## config.mk

```make
export PLATFORM = sky130hd
export DESIGN_NAME = uart_rx
export DESIGN_NICKNAME = d
export VERILOG_FILES = /design/src/rtl/uart_rx.sv
export SDC_FILE = /design/constraint.sdc
export NUM_CORES = 1
export LEC_CHECK = 0
export CORE_MARGIN = 1.5
export CORE_UTILIZATION = 50
export DETAILED_ROUTE_END_ITERATION = 10
export PLACE_DENSITY = 0.75
export SYNTH_ARGS = -nofsm -noshare
export SYNTH_HDL_FRONTEND = slang
export SYNTH_SLANG_ARGS = --single-unit
```

## constraint.sdc

```tcl
create_clock -name clk -period 2.1 [get_ports clk]
set_clock_uncertainty 0.1 [all_clocks]
set_input_delay 0.42 -clock clk [delete_from_list [all_inputs] [get_ports clk]]
set_output_delay 0.42 -clock clk [all_outputs]
set_load 0.01 [all_outputs]
```

## src/rtl/uart_rx.sv

```systemverilog
// 8N1 UART receiver: 2-flop synchronized line, mid-bit sampling from a half-bit
// start qualification, single-byte holding register with overrun and framing flags.
//
// state   | meaning
// S_IDLE  | line idle, waiting for a low on rxd_s
// S_START | counting to mid start bit; line high there means a glitch
// S_DATA  | sampling 8 data bits, LSB first, one per CPB cycles
// S_STOP  | sampling the stop bit
// S_BREAK | stop bit was low; wait for the line to return high
module uart_rx #(
    parameter int CLK_HZ = 50000000,
    parameter int BAUD   = 9600
) (
    input  logic       clk,
    input  logic       reset_b,
    input  logic       uart_rxd,
    input  logic       rx_ack,
    output logic [7:0] rx_data,
    output logic       rx_valid,
    output logic       rx_overrun,
    output logic       rx_frame_err,
    output logic       rx_busy
);

    localparam int CPB  = CLK_HZ / BAUD;
    localparam int HALF = CPB / 2;
    localparam int CW   = ($clog2(CPB) > 16) ? $clog2(CPB) : 16;
    localparam logic [CW-1:0] CPB_M1  = CW'(CPB - 1);
    localparam logic [CW-1:0] HALF_M1 = CW'(HALF - 1);

    typedef enum logic [2:0] {
        S_IDLE,
        S_START,
        S_DATA,
        S_STOP,
        S_BREAK
    } state_t;

    state_t          state_q, state_d;
    logic [CW-1:0]   cnt_q, cnt_d;
    logic [2:0]      bidx_q, bidx_d;
    logic [7:0]      shift_q, shift_d;
    logic [7:0]      data_q, data_d;
    logic            valid_q, valid_d;
    logic            ovr_q, ovr_d;
    logic            ferr_q, ferr_d;
    logic            sync1_q, rxd_s_q;
    logic            deliver;

    always_comb begin
        state_d = state_q;
        cnt_d   = cnt_q;
        bidx_d  = bidx_q;
        shift_d = shift_q;
        data_d  = data_q;
        valid_d = valid_q;
        ovr_d   = ovr_q;
        ferr_d  = 1'b0;
        deliver = 1'b0;

        case (state_q)
            S_IDLE: begin
                cnt_d = '0;
                if (!rxd_s_q) state_d = S_START;
            end
            S_START: begin
                if (cnt_q == HALF_M1) begin
                    cnt_d   = '0;
                    bidx_d  = 3'd0;
                    state_d = rxd_s_q ? S_IDLE : S_DATA;
                end else begin
                    cnt_d = cnt_q + 1'b1;
                end
            end
            S_DATA: begin
                if (cnt_q == CPB_M1) begin
                    cnt_d           = '0;
                    shift_d[bidx_q] = rxd_s_q;
                    if (bidx_q == 3'd7) state_d = S_STOP;
                    else                bidx_d  = bidx_q + 3'd1;
                end else begin
                    cnt_d = cnt_q + 1'b1;
                end
            end
            S_STOP: begin
                if (cnt_q == CPB_M1) begin
                    cnt_d = '0;
                    if (rxd_s_q) begin
                        deliver = 1'b1;
                        state_d = S_IDLE;
                    end else begin
                        ferr_d  = 1'b1;
                        state_d = S_BREAK;
                    end
                end else begin
                    cnt_d = cnt_q + 1'b1;
                end
            end
            S_BREAK: begin
                cnt_d = '0;
                if (rxd_s_q) state_d = S_IDLE;
            end
            default: begin
                state_d = S_IDLE;
                cnt_d   = '0;
            end
        endcase

        // An ack landing in the delivery cycle consumes the old byte, so no overrun.
        if (deliver) begin
            data_d  = shift_q;
            valid_d = 1'b1;
            if (valid_q && rx_ack)  ovr_d = 1'b0;
            else if (valid_q)       ovr_d = 1'b1;
        end else if (valid_q && rx_ack) begin
            valid_d = 1'b0;
            ovr_d   = 1'b0;
        end
    end

    always_ff @(posedge clk or negedge reset_b) begin
        if (!reset_b) begin
            sync1_q <= 1'b1;
            rxd_s_q <= 1'b1;
            state_q <= S_IDLE;
            cnt_q   <= '0;
            bidx_q  <= 3'd0;
            shift_q <= 8'h00;
            data_q  <= 8'h00;
            valid_q <= 1'b0;
            ovr_q   <= 1'b0;
            ferr_q  <= 1'b0;
        end else begin
            sync1_q <= uart_rxd;
            rxd_s_q <= sync1_q;
            state_q <= state_d;
            cnt_q   <= cnt_d;
            bidx_q  <= bidx_d;
            shift_q <= shift_d;
            data_q  <= data_d;
            valid_q <= valid_d;
            ovr_q   <= ovr_d;
            ferr_q  <= ferr_d;
        end
    end

    assign rx_data      = data_q;
    assign rx_valid     = valid_q;
    assign rx_overrun   = ovr_q;
    assign rx_frame_err = ferr_q;
    assign rx_busy      = (state_q != S_IDLE);

endmodule

```

# Yosys cells after proc, flatten, opt, wreduce, memory -nomap -nowiden
# Index checks and enable logic that the tools add are counted.
[classes]
n_lt_le_gt_ge = 2
eq_ne = 14
n_reduce_logical = 12
muxes = 30
addsub = 2
[op_table]
columns = ["operator", "n"]
rows = [
  ["two-way mux 16 bit", 2],
  ["one-hot mux 16 bit (2 select lines)", 1],
  ["two-way mux 3 bit", 10],
  ["adder 16 x 1 -> 16 bit, second input constant", 1],
  ["== test 16 x 12 -> 1 bit, second input constant", 1],
  ["== test 16 x 13 -> 1 bit, second input constant", 1],
  ["one-hot mux 3 bit (5 select lines)", 1],
  ["!= test 2 bit, second input constant", 7],
  ["two-way mux 1 bit", 12],
  ["bitwise mux 8 bit", 1],
  ["== test 3 x 2 -> 1 bit, second input constant", 2],
  ["== test 3 bit, second input constant", 2],
  ["one-hot mux 3 bit (2 select lines)", 1],
  ["AND reduction 6 bit", 1],
  ["nonzero test 2 bit", 3],
  ["less-than comparator 3 x 4 -> 1 bit, second input constant", 1],
  ["AND reduction 2 bit", 2],
  ["AND reduction 4 bit", 1],
  ["adder 3 x 1 -> 3 bit, second input constant", 1],
  ["demux 1 bit (select 3 bit)", 1],
  ["== test 3 x 1 -> 1 bit, second input constant", 1],
  ["greater-or-equal comparator 3 x 1 -> 1 bit, second input constant", 1],
  ["logical NOT 3 bit", 1],
  ["nonzero test 3 bit", 1],
  ["3 further kinds", 4],
]
[word_totals]
in_bits = 4
elab_cells = 70
output_inout_bits = 12
register_bits = 43

# Longest topological paths before layout
# Gate-level depths: netlist of run 1.
[logic_depth]
word_depth = 5
ltp_mapped = 7
ltp_nobuf = 5

# Least setup slack after synthesis of run 1
# OpenSTA, ideal clock, no wires.
[synth_timing]
path_type = "register to register"
start = "register cnt_q[0]"
end = "register data_q[0], in the netlist rx_data[0]"
arrival_ns = 1.707
slack_ns = 0.167
setup_ns = 0.125
n_path_buf = 2
t_required_ns = 1.875
path_stages_with_launch = 8
synth_period_minus_slack_ns = 1.933
cell_sequence = "dfrtp_1 ha_1 nor4b_2 and4_1 buf_6 and2_4 buf_6 mux2_4"
[synth_via]
elab_chain_len = 3
[synth_lines]
columns = ["element", "line_no", "rtl"]
rows = [
  ["start: declaration", "40", "logic [CW-1:0] cnt_q, cnt_d;"],
  ["start signal: assignment", "137", "cnt_q <= cnt_d;"],
  ["== test 16 x 13 -> 1 bit", "86", "if (cnt_q == CPB_M1) begin"],
  ["two-way mux 1 bit", "86", ""],
  ["two-way mux 1 bit", "61", "case (state_q)"],
  ["end signal: assignment", "140", "data_q <= data_d;"],
  ["end: declaration", "43", "logic [7:0] data_q, data_d;"],
]
# Every way passes these cells.
# A chain may end at the register's enable or synchronous reset.

# Worst setup path after layout of run 1
[layout_timing]
start = "register cnt_q[0]"
end = "register shift_q[3]"
[layout_via]
elab_chain_len = 2
[layout_lines]
columns = ["element", "line_no", "rtl"]
rows = [
  ["== test 16 x 13 -> 1 bit", "76", "if (cnt_q == CPB_M1) begin"],
  ["AND reduction 2 bit (no line)", "n/a", ""],
  ["end signal: assignment", "139", "shift_q <= shift_d;"],
  ["end: declaration", "42", "logic [7:0] shift_q, shift_d;"],
]
# Every way passes these cells.

==> run_results.csv, run 1 <==
group,metric,value,unit
synthesis,synth_common_cells,"41 x dfrtp_1, 18 x nor2_1, 11 x nand3_1",
timing,grt_setup_unrepaired,"false",
pwr,finalPower,1370,uW
timing,tns,0,ps
synthesis,ys.flop_type,"dfrtp_1",
final_layout,syn2layout_area_growth,13.9,%
synthesis,async_reset_ff_frac,1.00,
clock_network,numCtsBuffers,5,
setup_path,critPathCaptureType,"register",
setup_path,critPathMaxFanout,9,
final_layout,drive_above_1_share,0.200,
setup_path,worst_ep_required_time,2170,ps
timing,final_hold_viol_count,0,
drt,ant_nets,0,
timing,fmax,0.524,GHz
pwr,p_per_area,571,nW/um^2
grt,grt_pass1_wl,6.56,mm
clock_network,clk-insertion-delay-late,290,ps
drt,wl_per_cell,15.5,um
synthesis,yosysMostFrequentCell,"dfrtp_1",
timing,fin_crit,1910,ps
timing,setup_slack,192,ps
placement,gp_congestion,0.848,
worst_hold_path,hold_path.class,"in2async",
setup_path,path_class,"reg2reg",
timing,hold_ws,82.5,ps
grt,grt_pass1_vias,1410,
drt,detail_route.drc_violations,0,
placement,dp.cells,242,
synthesis,synth-seq-cells,43,
floorplanning,initial_core_util,0.524,
timing,final-max-slew-violation-count,0,
timing,post-route-period-util,0.909,
pwr,p_leak,0.00108,uW
final_layout,diodes,0,
grt,track_usage,0.193,
timing,setup_violations,0,
clock_network,cts_max_level,2,
clock_network,root_buffer,"clkbuf_8",
clock_network,cts_tree,"done",
synthesis,yosys_warnings,0,
setup_path,startpoint,"cnt_q[0]$_DFF_PN0_",
drt,drt-initial-drc-count,102,
floorplanning,die_area,4620,sq um
floorplanning,core_area,4030,sq um
drt,wirelength,3.86,mm
floorplanning,ios,16,
grt,antenna_found_initial,0,
synthesis,syn_nets,187,
grt,overflow,0,
grt,grt_max_degree,44,
drt,dr.pass1.iters,4,
synthesis,syn_inst,180,
setup_path,r2r-end,"shift_q[3]$_DFFE_PN0P_",
clock_network,clockBufferDepth,2,
floorplanning,rows,23,
placement,io_buffers,15,
setup_path,r2r-start,"cnt_q[0]$_DFF_PN0_",
drt,num_vias,1424,
setup_path,r2r_slack,190,ps
drt,viasPerCell,5.70,
synthesis,synth-edff-count,0,
synthesis,avgSynthCellArea,11.7,sq um
placement,place_ws,68.6,ps
placement,hpwlAfterDp,2.74,mm
synthesis,netlist_top_cells_area,"dfrtp_1 49%, mux2_4 5.7%, nor2_1 3.2%, xnor2_1 2.9%, mux2_2 2.7%",
synthesis,yosysTopAreaCellShare,0.486,
synthesis,synth.distinct_cells,50,
synthesis,netlist_area,2110,sq um
clock_network,ctsHoldBuffers,0,
clock_network,clk_pin_slew,80,ps
clock_network,cts.sinks,43,
synthesis,ys_seq_area_frac,0.511,
outcome,outcome,"completed",
timing,worstMarginPinSlew,529,ps
pwr,vdd_drop_max,0.339,mV
setup_path,start_kind,"register",
synthesis,synth_area_leader_cell,"dfrtp_1",
final_layout,final_cells,250,
timing,relSlewSlack,0.647,
floorplanning,fp.dieH,68.0,um
final_layout,fin_nets,207,
setup_path,worstPathArrival,1980,ps
job,drv_cap,0,
floorplanning,die_width,68.0,um
setup_path,ff2ff_path_depth,6,
[stage by stage]
step	util	instance area, sq um
floorplan	-	2110
finish	0.597	2400
global route	0.597	2400
detailed placement	0.567	2290
global placement	0.567	2290
CTS	0.589	2370
[cells in the final DEF (no fill, tap or decap), types with 5 or more instances in the layout]
cell type	instances
a21oi_1	5
buf_4	5
clkbuf_8	6
clkdlybuf4s50_1	13
dfrtp_1	40
mux2_2	5
mux2_4	8
nand2_1	6
nand3_1	11
nand4_1	8
nor2_1	18
nor3_1	5
xnor2_1	7
[how the worst max path moves through the flow]
| stage | to | depth (start not counted) |
|---|---|---|
| after floorplan | rx_data[0]$_DFFE_PN0P_ | 7 |
| after global placement | cnt_q[13]$_DFF_PN0_ | 6 |
| after detailed placement | cnt_q[12]$_DFF_PN0_ | 6 |
| after CTS | cnt_q[7]$_DFF_PN0_ | 6 |
| after global routing | shift_q[3]$_DFFE_PN0P_ | 6 |
| final | shift_q[3]$_DFFE_PN0P_ | 6 |
[kinds of logic (layout without fill, tap and decap cells)]
logic type,Yosys count,count (layout),share of synthesized area
AND/OR/NAND/NOR,76,76,0.210
adder cells (fa/ha/maj),3,3,0.0178
XOR/XNOR,11,11,0.0456
multiplexers,17,17,0.105
buffers and inverters,12,32,0.0403
flip-flops,43,43,0.511
AO/OA/AOI/OAI,18,18,0.0700
[cell type report]
cell class | count | area, sq um
Clock inverter | 1 | 5.00
Sequential cell | 43 | 1080
Inverter | 4 | 15.0
Multi-Input combinational cell | 125 | 958
Clock buffer | 6 | 82.6
Fill cell | 332 | 1620
Tap cell | 50 | 62.6
Timing Repair Buffer | 21 | 201
[what timing repair did]
item                                    4_1_cts  5_1_grt
endpoints found under the setup margin        1       32
gates resized for setup                       2        2
buffers inserted                              0        1
pin swaps                                     0        0
[where the power goes]
group          internal, uW  total [uW]  switching, uW
combinational          5.56        22.1           16.5
clock                   258         516            258
sequential              831         835           3.75
[metal layers]
layer	global-route usage	routed length [um]
met1	0.223	1670
met3	0.0444	114
met2	0.342	2000
met5	0	0
met4	0.0750	70
[registers in the layout, indices dropped and copies added, names as in the netlist]
name	cells
sync1_q	1
bidx_q	3
rx_overrun	1
rx_frame_err	1
rxd_s_q	1
rx_data	8
rx_valid	1
state_q	3
shift_q	8
cnt_q	16
[worst max-delay path, stage by stage (launching register included)]
cell     delay [ps]
dfrtp_1         380
ha_2            230
nor4b_4         210
and4_1          270
buf_4           170
nand3_1          80
mux2_1          340
Note: power is estimated with default switching activity, not from simulation.
==> inputs of run 2 (changes only) <==
--- a/config.mk
+++ b/config.mk
@@ -5,7 +5,7 @@
 export SDC_FILE = /design/constraint.sdc
 export NUM_CORES = 1
 export LEC_CHECK = 0
-export CORE_MARGIN = 1.5
+export CORE_MARGIN = 10
 export CORE_UTILIZATION = 50
 export DETAILED_ROUTE_END_ITERATION = 10
 export PLACE_DENSITY = 0.75
==> run 2 against run 1 <==
Compared with the run above:
- register-to-register slack barely moved
- critical path depth is 4 lower
- wire length increased by 7.7%
- cell area grew 2.1%
- global-route usage shrank 7.1 points
- sequential cell count is the same
- largest power group unchanged
- non-clock buffer count decreased by 1
- sequential power is essentially flat
- die area grew 56%
- clock-buffer cell count unchanged
- clock power is 47% higher
==> run_results.csv, run 2 (synthesis results as in run 1) <==
group,metric,value,unit
setup_path,r2r-end,"shift_q[5]$_DFFE_PN0P_",
clock_network,root_buffer,"clkbuf_8",
floorplanning,ios,16,
grt,track_usage,0.122,
clock_network,clk_pin_slew,80,ps
placement,hpwlAfterDp,3.03,mm
pwr,vdd_drop_max,0.506,mV
timing,grt_setup_unrepaired,"false",
final_layout,final_util,0.609,
timing,tns,0,ps
final_layout,final_common_cell,"dfrtp_1",
worst_hold_path,hold_path.class,"reg2reg",
drt,detail_route.drc_violations,0,
final_layout,nFillCells,316,
final_layout,fin_nets,206,
drt,viasPerCell,5.74,
setup_path,critPathCaptureType,"output pin",
final_layout,regMostFlops,"cnt_q",
floorplanning,initial_core_util,0.524,
floorplanning,fp.dieH,85.0,um
setup_path,r2r-start,"cnt_q[0]$_DFF_PN0_",
floorplanning,rows,23,
setup_path,r2r_slack,180,ps
final_layout,diodes,0,
timing,worstMarginPinSlew,527,ps
timing,final-max-slew-violation-count,0,
placement,io_buffers,15,
timing,relSlewSlack,0.649,
final_layout,largest_register_ffs,16,
drt,dr.pass1.iters,4,
final_layout,mostFrequentLayoutCells,"40 x dfrtp_1, 18 x nor2_1, 13 x clkdlybuf4s50_1",
clock_network,clk-insertion-delay-late,300,ps
worst_hold_path,hold_path_end,"rxd_s_q$_DFF_PN1_",
grt,grt_max_degree,23,
placement,gp_congestion,0.872,
pwr,p_per_area,660,nW/um^2
clock_network,numCtsBuffers,5,
grt,antenna_found_initial,0,
clock_network,cts_max_level,2,
timing,fin_crit,1970,ps
outcome,outcome,"completed",
drt,wl_per_cell,16.6,um
timing,setup_violations,0,
drt,wirelength,4.16,mm
worst_hold_path,min_path_cells,0,
drt,ant_nets,0,
final_layout,syn2layout_area_growth,16.3,%
drt,num_vias,1435,
clock_network,clockBufferDepth,2,
grt,grt_pass1_wl,7.42,mm
worst_hold_path,hold_start,"sync1_q$_DFF_PN1_",
clock_network,cts.sinks,43,
grt,overflow,0,
setup_path,path_class,"reg2out",
timing,post-route-period-util,0.936,
clock_network,post_cts_buffers,0,
floorplanning,core_area,4030,sq um
drt,drt-initial-drc-count,176,
setup_path,worst_ep_required_time,1580,ps
setup_path,critPathMaxFanout,10,
setup_path,start_kind,"register",
final_layout,drive_above_1_share,0.185,
timing,fmax,0.509,GHz
clock_network,cts_tree,"done",
floorplanning,die_width,85.0,um
pwr,p_leak,0.00110,uW
setup_path,ff2ff_path_depth,6,
floorplanning,die_area,7220,sq um
grt,grt_pass1_vias,1535,
job,drv_cap,0,
timing,final_hold_viol_count,0,
setup_path,worstPathArrival,1450,ps
run 2: cell count changes in the layout (fill, tap and decap cells not counted), sizes merged:
| cell | delta |
|---|---|
| dlygate4sd3 | +1 |
| buf | -2 |
| bufinv | +2 |
| clkinv | -1 |
run 2: what timing repair did:
action | 4_1_cts | 5_1_grt
hold buffers | 1 | 0
hold endpoints to repair | 2 | 0
resized for setup | 2 | 1
pin swaps | 0 | 0
cloned | 0 | 0
endpoints found under the setup margin | 1 | 4
run 2: final cells by class:
cell class | instances | area (sq um) | share of cell area
clock inverters | 2 | 60.1 | 0.0245
multi-input cells | 125 | 956 | 0.389
clock buffers | 6 | 72.6 | 0.0296
flip-flops and latches | 43 | 1080 | 0.440
well taps | 50 | 62.6 | 0.0255
repair buffers | 20 | 209 | 0.0851
inverters | 4 | 15.0 | 0.00612
run 2: per-layer routing:
metal | GRT usage | share of wire
met4 | 0.0479 | 0.013
met3 | 0.0354 | 0.037
met5 | 0 | 0
met2 | 0.206 | 0.51
met1 | 0.142 | 0.43
run 2: how the worst max path moves through the flow:
stage | slack (ps) | endpoint | start
CTS | 120 | shift_q[3]$_DFFE_PN0P_ | cnt_q[0]$_DFF_PN0_
global route | 3 | shift_q[3]$_DFFE_PN0P_ | cnt_q[0]$_DFF_PN0_
detailed placement | 120 | shift_q[3]$_DFFE_PN0P_ | cnt_q[0]$_DFF_PN0_
finish | 130 | rx_busy | state_q[2]$_DFFE_PN0P_
floorplan | 170 | rx_data[0]$_DFFE_PN0P_ | cnt_q[0]$_DFF_PN0_
global placement | 190 | shift_q[3]$_DFFE_PN0P_ | cnt_q[0]$_DFF_PN0_
run 2: critical path, cell delays in order, from the launching register on:
cell           delay (ps)
dfrtp_2               480
or3_1                 380
dlygate4sd2_1         290
run 2: report_power, final:
part	switching [uW]	internal, uW	leakage (uW)	total [uW]
sequential	3.50	831	0.000572	834
combinational	17.5	9.25	0.000458	26.8
clock	283	475	0.0000654	758
run 2: through the flow:
stage          std cells  power (uW)  worst slack (ps)  hold WS (ps)  instance area [sq um]
6_report             250        1620               135           258                   2450
5_1_grt              250        1660              3.47           264                   2450
4_1_cts              250        1630               124           260                   2450
3_5_place_dp         241         877               124           249                   2300
3_3_place_gp         241         876               191           246                   2300
2_1_floorplan        180         851               167          24.4                   2110
